$ cat src/rtl/lif_pkg.sv
// Shared definitions for the spiking-network output path: default sizes,
// the drain state encoding and a saturating increment helper.
package lif_pkg;

    localparam int N_CH_DEF  = 8;
    localparam int CNT_W_DEF = 8;
    localparam int WIN_W_DEF = 16;

    typedef enum logic {
        IDLE  = 1'b0,
        DRAIN = 1'b1
    } drain_state_e;

    // Increment val by one unless it already sits at max_val.
    function automatic logic [31:0] sat_inc(input logic [31:0] val,
                                            input logic [31:0] max_val);
        return (val >= max_val) ? max_val : val + 32'd1;
    endfunction

endpackage

$ cat src/rtl/spike_counter.sv
// One per-channel saturating spike accumulator. next_o is the count that
// includes this cycle's spike, so the owner can snapshot it on the same
// cycle that clear_i wipes the register.
module spike_counter
    import lif_pkg::*;
#(
    parameter int CNT_W = CNT_W_DEF
) (
    input  logic             clk,
    input  logic             rst_n,
    input  logic             en_i,
    input  logic             inc_i,
    input  logic             clear_i,
    output logic [CNT_W-1:0] next_o
);

    logic [CNT_W-1:0] count_q;
    logic [CNT_W-1:0] count_d;

    // Count including the current spike, saturated at all-ones.
    always_comb begin
        next_o = count_q;
        if (en_i && inc_i) begin
            next_o = CNT_W'(sat_inc(32'(count_q), 32'({CNT_W{1'b1}})));
        end
        count_d = clear_i ? '0 : next_o;
    end

    // Accumulator register with synchronous active-low reset.
    always_ff @(posedge clk) begin
        if (!rst_n) begin
            count_q <= '0;
        end else begin
            count_q <= count_d;
        end
    end

endmodule

$ cat src/rtl/spike_rate_decoder.sv
// Counts spikes per channel over a programmable window, snapshots the counts
// at each window end and streams them out one channel per valid/ready beat.
// Handshake: an entry transfers on a cycle where out_valid && out_ready; the
// entry fields hold stable while out_valid is high and out_ready is low, and
// out_valid only falls after the handshake of the last channel (or reset).
module spike_rate_decoder
    import lif_pkg::*;
#(
    parameter  int N_CH  = N_CH_DEF,
    parameter  int CNT_W = CNT_W_DEF,
    parameter  int WIN_W = WIN_W_DEF,
    localparam int IDX_W = $clog2(N_CH)
) (
    input  logic             clk,
    input  logic             rst_n,
    input  logic             ena,
    input  logic [N_CH-1:0]  spike_in,
    input  logic [WIN_W-1:0] win_len,
    output logic             out_valid,
    input  logic             out_ready,
    output logic [IDX_W-1:0] out_ch,
    output logic [CNT_W-1:0] out_count,
    output logic             out_last,
    output logic             overrun,
    output drain_state_e     dbg_state_o
);

    // ---------------- window counter ----------------
    logic             fresh_q;     // first cycle after reset: latch win_len directly
    logic [WIN_W-1:0] len_q, len_d;
    logic [WIN_W-1:0] wc_q, wc_d;
    logic [WIN_W-1:0] win_eff, len_cur;
    logic             eow;

    assign win_eff = (win_len == '0) ? WIN_W'(1) : win_len;
    assign len_cur = fresh_q ? win_eff : len_q;
    assign eow     = ena && (wc_q == len_cur - WIN_W'(1));

    // Next window position and the length latched for the next window.
    always_comb begin
        wc_d  = wc_q;
        len_d = len_cur;
        if (eow) begin
            wc_d  = '0;
            len_d = win_eff;
        end else if (ena) begin
            wc_d = wc_q + WIN_W'(1);
        end
    end

    // Window counter registers.
    always_ff @(posedge clk) begin
        if (!rst_n) begin
            fresh_q <= 1'b1;
            len_q   <= WIN_W'(1);
            wc_q    <= '0;
        end else begin
            fresh_q <= 1'b0;
            len_q   <= len_d;
            wc_q    <= wc_d;
        end
    end

    // ---------------- channel accumulators ----------------
    logic [CNT_W-1:0] final_cnt [N_CH];

    for (genvar g = 0; g < N_CH; g++) begin : g_ch
        spike_counter #(.CNT_W(CNT_W)) u_cnt (
            .clk     (clk),
            .rst_n   (rst_n),
            .en_i    (ena),
            .inc_i   (spike_in[g]),
            .clear_i (eow),
            .next_o  (final_cnt[g])
        );
    end

    // ---------------- snapshot and drain FSM ----------------
    drain_state_e     state_q, state_d;
    logic [IDX_W-1:0] idx_q, idx_d;
    logic [CNT_W-1:0] snap_q [N_CH];
    logic [CNT_W-1:0] snap_d [N_CH];
    logic [CNT_W-1:0] count_q, count_d;
    logic             last_q, last_d;
    logic             overrun_q, overrun_d;
    logic             hs, final_hs;

    assign out_valid   = (state_q == DRAIN);
    assign out_ch      = idx_q;
    assign out_count   = count_q;
    assign out_last    = last_q;
    assign overrun     = overrun_q;
    assign dbg_state_o = state_q;
    assign hs          = out_valid && out_ready;
    assign final_hs    = hs && last_q;

    // Next-state logic: snapshot on window end, advance on handshake, and
    // drop a window that ends while the previous one is still draining.
    always_comb begin
        state_d   = state_q;
        idx_d     = idx_q;
        snap_d    = snap_q;
        overrun_d = overrun_q;
        case (state_q)
            IDLE: begin
                if (eow) begin
                    for (int i = 0; i < N_CH; i++) snap_d[i] = final_cnt[i];
                    idx_d   = '0;
                    state_d = DRAIN;
                end
            end
            DRAIN: begin
                if (hs) begin
                    if (last_q) begin
                        state_d = IDLE;
                        idx_d   = '0;
                    end else begin
                        idx_d = idx_q + IDX_W'(1);
                    end
                end
                if (eow) begin
                    if (final_hs) begin
                        for (int i = 0; i < N_CH; i++) snap_d[i] = final_cnt[i];
                        idx_d   = '0;
                        state_d = DRAIN;
                    end else begin
                        overrun_d = 1'b1;
                    end
                end
            end
            default: state_d = IDLE;
        endcase
        count_d = snap_d[idx_d];
        last_d  = (state_d == DRAIN) && (idx_d == IDX_W'(N_CH - 1));
    end

    // FSM, snapshot and registered output fields.
    always_ff @(posedge clk) begin
        if (!rst_n) begin
            state_q   <= IDLE;
            idx_q     <= '0;
            count_q   <= '0;
            last_q    <= 1'b0;
            overrun_q <= 1'b0;
            for (int i = 0; i < N_CH; i++) snap_q[i] <= '0;
        end else begin
            state_q   <= state_d;
            idx_q     <= idx_d;
            count_q   <= count_d;
            last_q    <= last_d;
            overrun_q <= overrun_d;
            for (int i = 0; i < N_CH; i++) snap_q[i] <= snap_d[i];
        end
    end

endmodule

$ cat config.mk
export PLATFORM = sky130hd
export DESIGN_NAME = spike_rate_decoder
export DESIGN_NICKNAME = d
export VERILOG_FILES = /design/src/rtl/lif_pkg.sv /design/src/rtl/spike_counter.sv /design/src/rtl/spike_rate_decoder.sv
export SDC_FILE = /design/constraint.sdc
export NUM_CORES = 1
export LEC_CHECK = 0
export CAP_MARGIN = 5
export CORE_AREA = 5 5 113 142
export DETAILED_ROUTE_END_ITERATION = 12
export DIE_AREA = 0 0 118 147
export PLACE_DENSITY = 0.76
export SLEW_MARGIN = 20
export SYNTH_ARGS = -nofsm -noshare
export SYNTH_HDL_FRONTEND = slang
export SYNTH_SLANG_ARGS = --single-unit
$ cat constraint.sdc
create_clock -name clk -period 5.9 [get_ports clk]
set_input_delay 1.18 -clock clk [delete_from_list [all_inputs] [get_ports clk]]
set_output_delay 1.18 -clock clk [all_outputs]
set_load 0.02 [all_outputs]
**Yosys cells after proc, flatten, opt, wreduce, memory -nomap -nowiden**

Cells that the tools add are included.

- Input port bits: 28
- Register bits: 175
- Output and inout port bits: 15
- Word-level logic and storage cells: 104

- Reduce and logical (&&, ||, !) cells: 15
- Bitwise operators: 4
- Mux-type cells: 39
- Add/sub/neg operators: 11
- Equal/unequal tests: 2
- Order comparisons: 9

Operators by type and width:

| kind | count |
|---|---|
| 64-bit 2-to-1 mux | 3 |
| 8-bit 2-to-1 mux | 18 |
| 64-bit case mux with 2 select lines | 1 |
| 8-bit by 1-bit adder with 8-bit output (second input constant) | 8 |
| 8-bit >= comparator (second input constant) | 8 |
| 16-bit 2-to-1 mux | 3 |
| 8-bit binary-select mux with 3-bit select | 1 |
| 16-bit by 1-bit adder with 16-bit output (second input constant) | 1 |
| 16-bit equality test | 1 |
| 16-bit logical NOT | 1 |
| 16-bit by 1-bit subtractor with 16-bit output (second input constant) | 1 |
| 3-bit 2-to-1 mux | 5 |
| 1-bit logical AND | 12 |
| 1-bit 2-to-1 mux | 6 |
| 3-bit case mux with 2 select lines | 1 |
| 4-bit >= comparator (second input constant) | 1 |
| 3-bit inverter with 4-bit output | 1 |
| 3-bit by 1-bit adder with 3-bit output (second input constant) | 1 |
| 3-bit equality test (second input constant) | 1 |
| 1-bit inverter | 3 |
| 3-bit AND reduction | 1 |
| 1-bit case mux with 2 select lines | 1 |
| 2-bit OR reduction | 1 |

**Logic depth before layout (Yosys ltp)**

Gate-level depths: netlist (run 1).

- Depth in word-level cells: 12
- Gate-level depth with buffers: 19
- Gate-level depth less buffers: 16

**Modules after synthesis**

A second synthesis (run 1) with hierarchy kept.

- Cells, all modules: 1131
- Area, all modules: 9504.1 sq um

Modules (own cells, without submodules):

| module | area an instance (sq um) | seq. area each (sq um) | cells an instance | instances |
|---|---|---|---|---|
| spike_rate_decoder | 5860.6 | 2222.1 | 667 | 1 |
| spike_counter | 455.4 | 160.2 | 58 | 8 |

**Worst setup path after synthesis (run 1)**

OpenSTA, ideal clock, no wires.

- Kind: in2reg
- From: input win_len[8]
- To: register count_q[5], in the netlist out_count[5]
- Path buffers: 2
- Data required time: 5780 ps
- Setup time: 120 ps
- Arrival time: 4831 ps
- Stages: 17
- Slack: 950 ps
- Cells stage by stage: or3_1 or2_1 o21bai_1 nand2_1 ha_1 xor2_1 o211ai_1 a211o_1 a2111oi_0 nand4_1 nor4_4 nand3_4 buf_2 buf_2 a21oi_1 mux2i_1 a211o_1

- Longest elaborated chain between the ends: 12
- Elaborated cells between the ends (all ways): 16
- Those cells by class: add/sub: 1; eq/ne: 1; mux: 11; bitwise: 1; reduce/logical: 2

Ends and longest elaborated chain:

| what | RTL line | text |
|---|---|---|
| start: declaration | spike_rate_decoder.sv:18 | `input logic [WIN_W-1:0] win_len,` |
| 16-bit logical NOT | spike_rate_decoder.sv:35 | `assign win_eff = (win_len == '0) ? WIN_W'(1) : win_len;` |
| 16-bit 2-to-1 mux * | spike_rate_decoder.sv:35 |  |
| 16-bit 2-to-1 mux * | spike_rate_decoder.sv:36 | `assign len_cur = fresh_q ? win_eff : len_q;` |
| 16-bit by 1-bit subtractor with 16-bit output * | spike_rate_decoder.sv:37 | `assign eow = ena && (wc_q == len_cur - WIN_W'(1));` |
| 16-bit equality test * | spike_rate_decoder.sv:37 |  |
| 1-bit logical AND * | spike_rate_decoder.sv:37 |  |
| 3-bit 2-to-1 mux (on tied branches) | spike_rate_decoder.sv:121, spike_rate_decoder.sv:106 |  |
| 3-bit case mux with 2 select lines | spike_rate_decoder.sv:104 | `case (state_q)` |
| 3-bit inverter with 4-bit output (not written as such) | spike_rate_decoder.sv:133 | `count_d = snap_d[idx_d];` |
| 8-bit binary-select mux with 3-bit select * | spike_rate_decoder.sv:133 |  |
| 8-bit 2-to-1 mux (not written as such) * (2 in series) | spike_rate_decoder.sv:133 |  |
| end signal: assignment | spike_rate_decoder.sv:149 | `count_q <= count_d;` |
| end: declaration | spike_rate_decoder.sv:83 | `logic [CNT_W-1:0] count_q, count_d;` |

Mark *: on every way between the ends. The rest lies on a longest branch, timed or not. The select of a mux whose other input is x is not followed.
A chain may end at the register's enable or synchronous reset.

**Worst setup path after layout (run 1)**

- From: input win_len[8]
- To: register count_q[0], in the netlist out_count[0]

Same word-level chain as after synthesis.

==> summary.md, run 1 <==
| Metric | Value |
|---|---|
| Share of cells above drive strength 1 | `6.95%` |
| P_sw | `0.000591 W` |
| Post-synth top flop | `dfxtp_1` |
| Drt drc | `0` |
| Port buffer count | `42` |
| Core Area | `14600 um^2` |
| Hold Vio Cnt, Final | `0` |
| Final Util | `66.7%` |
| Num CTS Buffers | `17` |
| Crit share post-route | `91.1%` |
| Layout Area Growth over Synthesis | `14.6%` |
| Combinational share of power | `6.4%` |
| Final setup viols | `0` |
| WHS Path Cells | `2` |
| Vias after detailed routing | `7140` |
| R2R depth | `16` |
| Max VDD drop | `192 uV` |
| Max Cap Viol | `0` |
| DRT Pass-1 Iters | `6` |
| Critical Path Start | `win_len[8]` |
| Clock Skews | `0.00818 ns` |
| RR Startpoint | `fresh_q` |
| All-layer global routing usage | `23.9%` |
| Hold EP | `snap_q[45]` |
| WL/cell | `17.2 um` |
| Crit path launch type | `input pin` |
| Number of synthesized flops with an enable pin | `0` |
| Required @ worst endpoint | `6.19 ns` |
| CTS-repair resized insts | `0` |
| Pint | `0.00205 W` |
| Clock slew at reported path FFs | `0.07 ns` |
| RSZ-0062 raised after global routing | `no` |
| Post-CTS setup buffer count | `0` |
| Status | `completed` |
| Number of global-route vias before repair | `6957` |
| Drt total wl | `20900 um` |
| Pwr Density | `270 nW/um^2` |
| Worst-margin pin slew | `0.765 ns` |
| Synth warn | `0` |
| Post-CTS Hold Buffers | `0` |
| Syn avg cell area | `8.50 um^2` |
| Min-Delay Path Class | `reg2reg` |
| Row count | `50` |
| Synth cell types | `61` |
| Syn_nets | `1042` |
| Post-route ant nets | `0` |
| Register area share after synthesis | `41.1%` |
| Dominant cell type by area after synthesis | `dfxtp_1` |
| H-tree depth | `4` |
| Placer Congestion | `0.940` |
| First-pass GRT wire length | `33800 um` |
| Die Y | `147 um` |
| Starting Density | `58.2%` |
| Ports | `43` |
| Post-Syn Instances | `1003` |
| Worst hold slack | `0.492 ns` |
| Switching share of power | `22.4%` |
| Async SR Flop Fraction | `0%` |
| Die Span X | `118 um` |
| Crit path time final | `5.38 ns` |
| FF-to-FF setup slack | `1.55 ns` |
| Leakage dissipation | `4.03 nW` |
| Synthesized flop and latch total | `175` |
| TritonCTS clock tree | `built` |
| Setup WS pre-CTS | `0.112 ns` |
| Reg power frac | `45.9%` |
| Synth top area share | `41.1%` |
| Setup CP Type | `in2reg` |
| GR Overflow Total | `0` |
| Fin Setup TNS | `0 ns` |
| Hold_sp | `snap_q[45]` |
| Fmax | `186 MHz` |
| Reg-to-Reg End | `out_count[0]` |
| Mapped cell area | `8530 um^2` |
| Antenna violations before repair | `0` |
| Root Driver | `clkbuf_16` |
| Final Max Slew Viols | `0` |
| DR vias/cell | `5.86` |
| Worst Path Max Fanout | `16` |
| Largest net degree at the start of global routing | `48` |
| 1st-iter DRT viols | `557` |
| Full die area | `17300 um^2` |
| N_diodes | `0` |
| Slew HR | `48.9%` |
| Min setup slack post-route | `0.523 ns` |
| Sink Count | `175` |
| Post-DP HPWL | `15100 um` |
| CP Data Arrival Time | `5.67 ns` |
| Clock power share | `47.6%` |
| Layout Nets | `1062` |
| CTS max path bufs | `2` |
| Nature of the critical path endpoint | `register` |
| Worst skew pair latency | `0.43 ns` |
| Synth area leaders | `dfxtp_1 41%, mux2i_1 10%, nor2_1 7.3%` |
-- cell families (layout without fill, tap and decap cells) --
| kind of cell | after synthesis | in the layout | synth area share (%) |
|---|---|---|---|
| muxes | 100 | 100 | 11.9 |
| xor gates and xnor gates | 64 | 64 | 6.57 |
| adders and majority gates | 11 | 11 | 1.61 |
| buffers and inverters | 75 | 108 | 3.77 |
| AOI/OAI and AO/OA | 176 | 176 | 12.7 |
| DFF | 175 | 175 | 41.1 |
| and+or+nand+nor | 402 | 402 | 22.3 |
-- power groups by stage --
stage | sequential (W) | combinational, W | clock, W
final | 0.00121 | 0.000170 | 0.00126
after global routing | 0.00121 | 0.000186 | 0.00133
after CTS | 0.00121 | 0.000170 | 0.00127
after detailed placement | 0.00124 | 0.000169 | 0
after global placement | 0.00124 | 0.000167 | 0
after floorplan | 0.00123 | 0.000114 | 0
-- Yosys cell counts, drive strengths merged (5+ instances only) --
cell,instances
or2,6
or3,5
nand4,20
dfxtp,175
nand2,77
a31oi,8
o21a,7
nand3,29
inv,19
buf,20
nor3,17
o211ai,10
a21oi,77
and3,30
ha,11
mux2i,87
nand2b,5
nor2,166
xnor2,33
clkbuf,36
a211oi,5
nor2b,5
xor2,31
o21ai,31
mux2,13
and2,24
o22ai,7
-- worst max-delay path, stage by stage --
cell             delay (ns)
clkdlybuf4s50_1        0.47
or3_1                  0.43
or2_1                  0.28
o21bai_1               0.20
nand2_1                0.12
ha_1                   0.32
xor2_1                 0.14
o211ai_1               0.11
a211o_1                0.28
a2111oi_0              0.38
nand4_1                0.22
nor4_4                 0.26
buf_4                  0.19
a31oi_4                0.25
buf_4                  0.29
mux2i_1                0.15
a221oi_2               0.25
o211ai_1               0.13
-- cell usage in the layout, fill, tap and decap left out, types with 13 or more instances in the layout --
cell,Yosys,routed
clkdlybuf4s50_1,0,42
mux2i_1,87,87
inv_1,18,17
and2_1,23,23
mux2_2,13,13
clkbuf_16,0,17
o21ai_0,29,29
nand3_1,28,28
xor2_1,31,31
nor3_1,17,17
nand4_1,20,20
nor2_1,166,166
and3_1,30,30
nand2_1,77,76
dfxtp_1,175,175
xnor2_1,33,33
a21oi_1,77,77
-- stage by stage --
step                std cells  area [um^2]  total power, W
floorplan                1003         8530         0.00135
global placement         1186         9100         0.00140
detailed placement       1186         9100         0.00141
CTS                      1218         9770         0.00265
global route             1218         9770         0.00273
finish                   1218         9770         0.00264
-- flip-flops by register name, indices dropped and copies added, names as in the netlist --
signal              flops
overrun                 1
wc_q                   16
len_q                  16
out_ch                  3
out_count               8
out_last                1
dbg_state_o             1
snap_q                 64
fresh_q                 1
g_ch.u_cnt.count_q     64
-- final cells by class --
class	instances	area [um^2]
tap	182	228
clock buffer	20	457
timing repair buffer	57	583
fill	1228	4870
sequential	175	3500
multi-input combinational	753	4720
inverter	19	71.3
clock inverter	12	208
-- worst max path at each step --
stage / end / slack (ns) / depth (start not counted)
2_1_floorplan: out_count[5] / 0.95 / 17
3_3_place_gp: out_count[7] / 0.25 / 18
3_5_place_dp: out_count[2] / 0.11 / 18
4_1_cts: out_count[0] / 0.54 / 18
5_1_grt: out_count[7] / 0.22 / 18
6_report: out_count[0] / 0.52 / 18
-- metal layers --
metal | GRT usage, % | wire, um | up-vias
li1 | - | - | 3527
met1 | 27.1 | 8510 | 3352
met2 | 42.7 | 10500 | 196
met3 | 5.12 | 1020 | 65
met4 | 11.1 | 872 | 0
met5 | 0 | 0 | -
Note: power is estimated with default switching activity, not from simulation.
==> inputs of run 2 (changes only) <==
Settings changed: SKIP_CTS_REPAIR_TIMING set to 1.
Clock period 5.9 ns to 5.7 ns, I/O delays scaled along.
==> summary.md, run 2 (synthesis gave the netlist of run 1 again) <==
| Metric | Value |
|---|---|
| Number of global-route vias before repair | `6868 (-1.3%)` |
| Worst Path Max Fanout | `16 (unchanged)` |
| First-pass GRT wire length | `34000 um (+0.47%)` |
| Final setup viols | `0 (unchanged)` |
| Combinational share of power | `6.9% (+0.5 points)` |
| Min-Delay Path Class | `reg2reg` |
| Nature of the critical path endpoint | `register` |
| Port buffer count | `42 (unchanged)` |
| H-tree depth | `4 (unchanged)` |
| DRT Pass-1 Iters | `5 (-1)` |
| Fillcell total | `1219 (-0.73%)` |
| All-layer global routing usage | `24.0% (+0.075 points)` |
| Clock Skews | `0.00658 ns (-0.00159 ns)` |
| Status | `completed` |
| Required @ worst endpoint | `6.05 ns (-0.14 ns)` |
| Pint | `0.00199 W (-2.7%)` |
| Reg power frac | `48.9% (+3.0 points)` |
| Switching share of power | `22.4% (about the same)` |
| Worst-margin pin slew | `0.806 ns (+0.0409 ns)` |
| Max Cap Viol | `0 (unchanged)` |
| Setup CP Type | `in2reg` |
| Crit share post-route | `92.6%` |
| Layout Area Growth over Synthesis | `14.1%` |
| Bufs and invs on worst path | `3 (unchanged)` |
| Starting Density | `58.2% (unchanged)` |
| Post-DP HPWL | `14700 um (-2.9%)` |
| WL/cell | `16.8 um (-2.4%)` |
| Die Y | `147 um (unchanged)` |
| GR Overflow Total | `0 (unchanged)` |
| Non-Filler Instances | `1225 (+0.57%)` |
| Vias after detailed routing | `7101 (-0.55%)` |
| Post-route ant nets | `0 (unchanged)` |
| Fmax | `189 MHz` |
| Largest net degree at the start of global routing | `77 (+60%)` |
| CP max stage delay | `0.41 ns (-0.06 ns)` |
| Hold Vio Cnt, Final | `0 (unchanged)` |
| Final Max Slew Viols | `0 (unchanged)` |
| RSZ-0062 raised after global routing | `no` |
| N_diodes | `0 (unchanged)` |
| Num CTS Buffers | `17 (unchanged)` |
| Leakage dissipation | `4.02 nW (-0.18%)` |
| Crit path time final | `5.28 ns` |
| Setup WS pre-CTS | `-0.0467 ns (-0.159 ns)` |
| Slew HR | `46.2% (-2.7 points)` |
| Ports | `43 (unchanged)` |
| DR vias/cell | `5.80 (-1.1%)` |
| Full die area | `17300 um^2 (unchanged)` |
| Max VDD drop | `227 uV (+18%)` |
| Clock power share | `44.2% (-3.4 points)` |
| Row count | `50 (unchanged)` |
| Antenna violations before repair | `0 (unchanged)` |
| Largest regs | `g_ch.u_cnt.count_q x64, snap_q x64` |
| P_sw | `0.000575 W (-2.7%)` |
| Crit path launch type | `input pin` |
| Drt total wl | `20600 um (-1.8%)` |
| Clock slew at reported path FFs | `0.06 ns (about the same)` |
| Final Util | `66.5% (-0.28 points)` |
| Commonest non-fill, non-tap cell in the layout | `dfxtp_1` |
| Dpl cell area | `9160 um^2 (+0.60%)` |
| Worst skew pair latency | `0.43 ns (about the same)` |
| CTS max path bufs | `2 (unchanged)` |
| Pwr Density | `264 nW/um^2 (-2.3%)` |
| Sink Count | `175 (unchanged)` |
| Critical path's slowest cell | `clkdlybuf4s50_1` |
| Most frequent cells in the layout | `175 x dfxtp_1, 166 x nor2_1, 87 x mux2i_1, 77 x a21oi_1, 76 x nand2_1` |
| Core Area | `14600 um^2 (unchanged)` |
| TritonCTS clock tree | `built` |
| Placer Congestion | `0.885 (-5.9%)` |
| CP Cell Sequence | `clkdlybuf4s50_1 -> or3_1 -> or2_1 -> o21bai_1 -> nand2_1 -> ha_1 -> xor2_1 -> o211ai_1 -> a211o_1 -> a2111oi_1 -> nand4_1 -> nor4_4 -> nand3_4 -> buf_12 -> buf_4 -> nor3_1 -> a21oi_1 -> mux2_2 -> o221ai_1` |
| Final non-filler cell area | `9730 um^2 (-0.42%)` |
| Drt drc | `0 (unchanged)` |
| Share of cells above drive strength 1 | `7.19% (+0.24 points)` |
| 1st-iter DRT viols | `524 (-5.9%)` |
| CP Data Arrival Time | `5.63 ns (-0.04 ns)` |
| Root Driver | `clkbuf_16` |
| Min setup slack post-route | `0.423 ns (-0.101 ns)` |
| Layout Nets | `1071 (+0.85%)` |
| Delay-heaviest family, CP | `simple AND/OR/NAND/NOR gates` |
| Inst Count DP | `1195 (+0.76%)` |
| Die Span X | `118 um (unchanged)` |
## run 2: cell count changes in the layout (fill, tap and decap cells not counted), moves of 2 or more
cell	delta
clkinv_4	-2
clkbuf_1	+4
bufinv_16	-3
buf_4	+10
## run 2: final timing paths
check	from	end	slack, ns	depth (start not counted)
worst max-delay path	win_len[8]	out_count[4]	0.42	19
worst min-delay path	snap_q[16]	snap_q[16]	0.48	2
worst max register to register	fresh_q	out_count[4]	1.20	17
worst min register to register	snap_q[16]	snap_q[16]	0.48	2
## run 2: worst reg2reg max path: cells and delay by family, from the launching register on
family	cells	cell delay (ns)
multiplexers	1	0.29
flip-flops	1	0.84
adder cells (fa/ha/maj)	1	0.25
AND/OR/NAND/NOR	6	1.20
XOR/XNOR	1	0.15
buffers and inverters	2	0.39
AO/OA/AOI/OAI	6	1.32
## run 2: metal layers
layer  vias up  part of all wire (%)  global-route usage (%)  routed length, um
li1       3555                     -                       -                  -
met1      3319                    42                    28.7               8560
met2       183                    50                    41.9              10300
met3        44                   5.0                    4.43               1030
met4         0                   3.3                    10.4                688
met5         -                     0                       0                  0
## run 2: area by class of cell
cell class                 instances  area (um^2)  share of cell area [%]
multi-input combinational        753         4720                    48.5
tap                              182          228                    2.34
clock inverter                     5         81.3                   0.836
sequential                       175         3500                    36.0
clock buffer                      25          485                    4.99
timing repair buffer              66          638                    6.56
inverter                          19         71.3                   0.733
## run 2: per-stage QoR
step / hold slack, ns / setup TNS (ns) / power, W
after floorplan: 0.442 / 0 / 0.00139
final: 0.479 / 0 / 0.00257
after global routing: 0.509 / 0 / 0.00266
after detailed placement: 0.470 / -0.0875 / 0.00146
after CTS: 0.486 / 0 / 0.00259
after global placement: 0.461 / 0 / 0.00146
## run 2: power groups by stage
stage	clock network (W)	logic [W]	registers (W)
CTS	0.00116	0.000177	0.00126
global placement	0	0.000175	0.00128
floorplan	0	0.000118	0.00128
detailed placement	0	0.000176	0.00128
global route	0.00121	0.000195	0.00126
finish	0.00114	0.000177	0.00126
==> inputs of run 3 (changes only) <==
Settings changed: CTS_CLUSTER_DIAMETER set to 100.
==> results of run 3 <==
Final layout, timing and power as in run 2 (identical DEF).
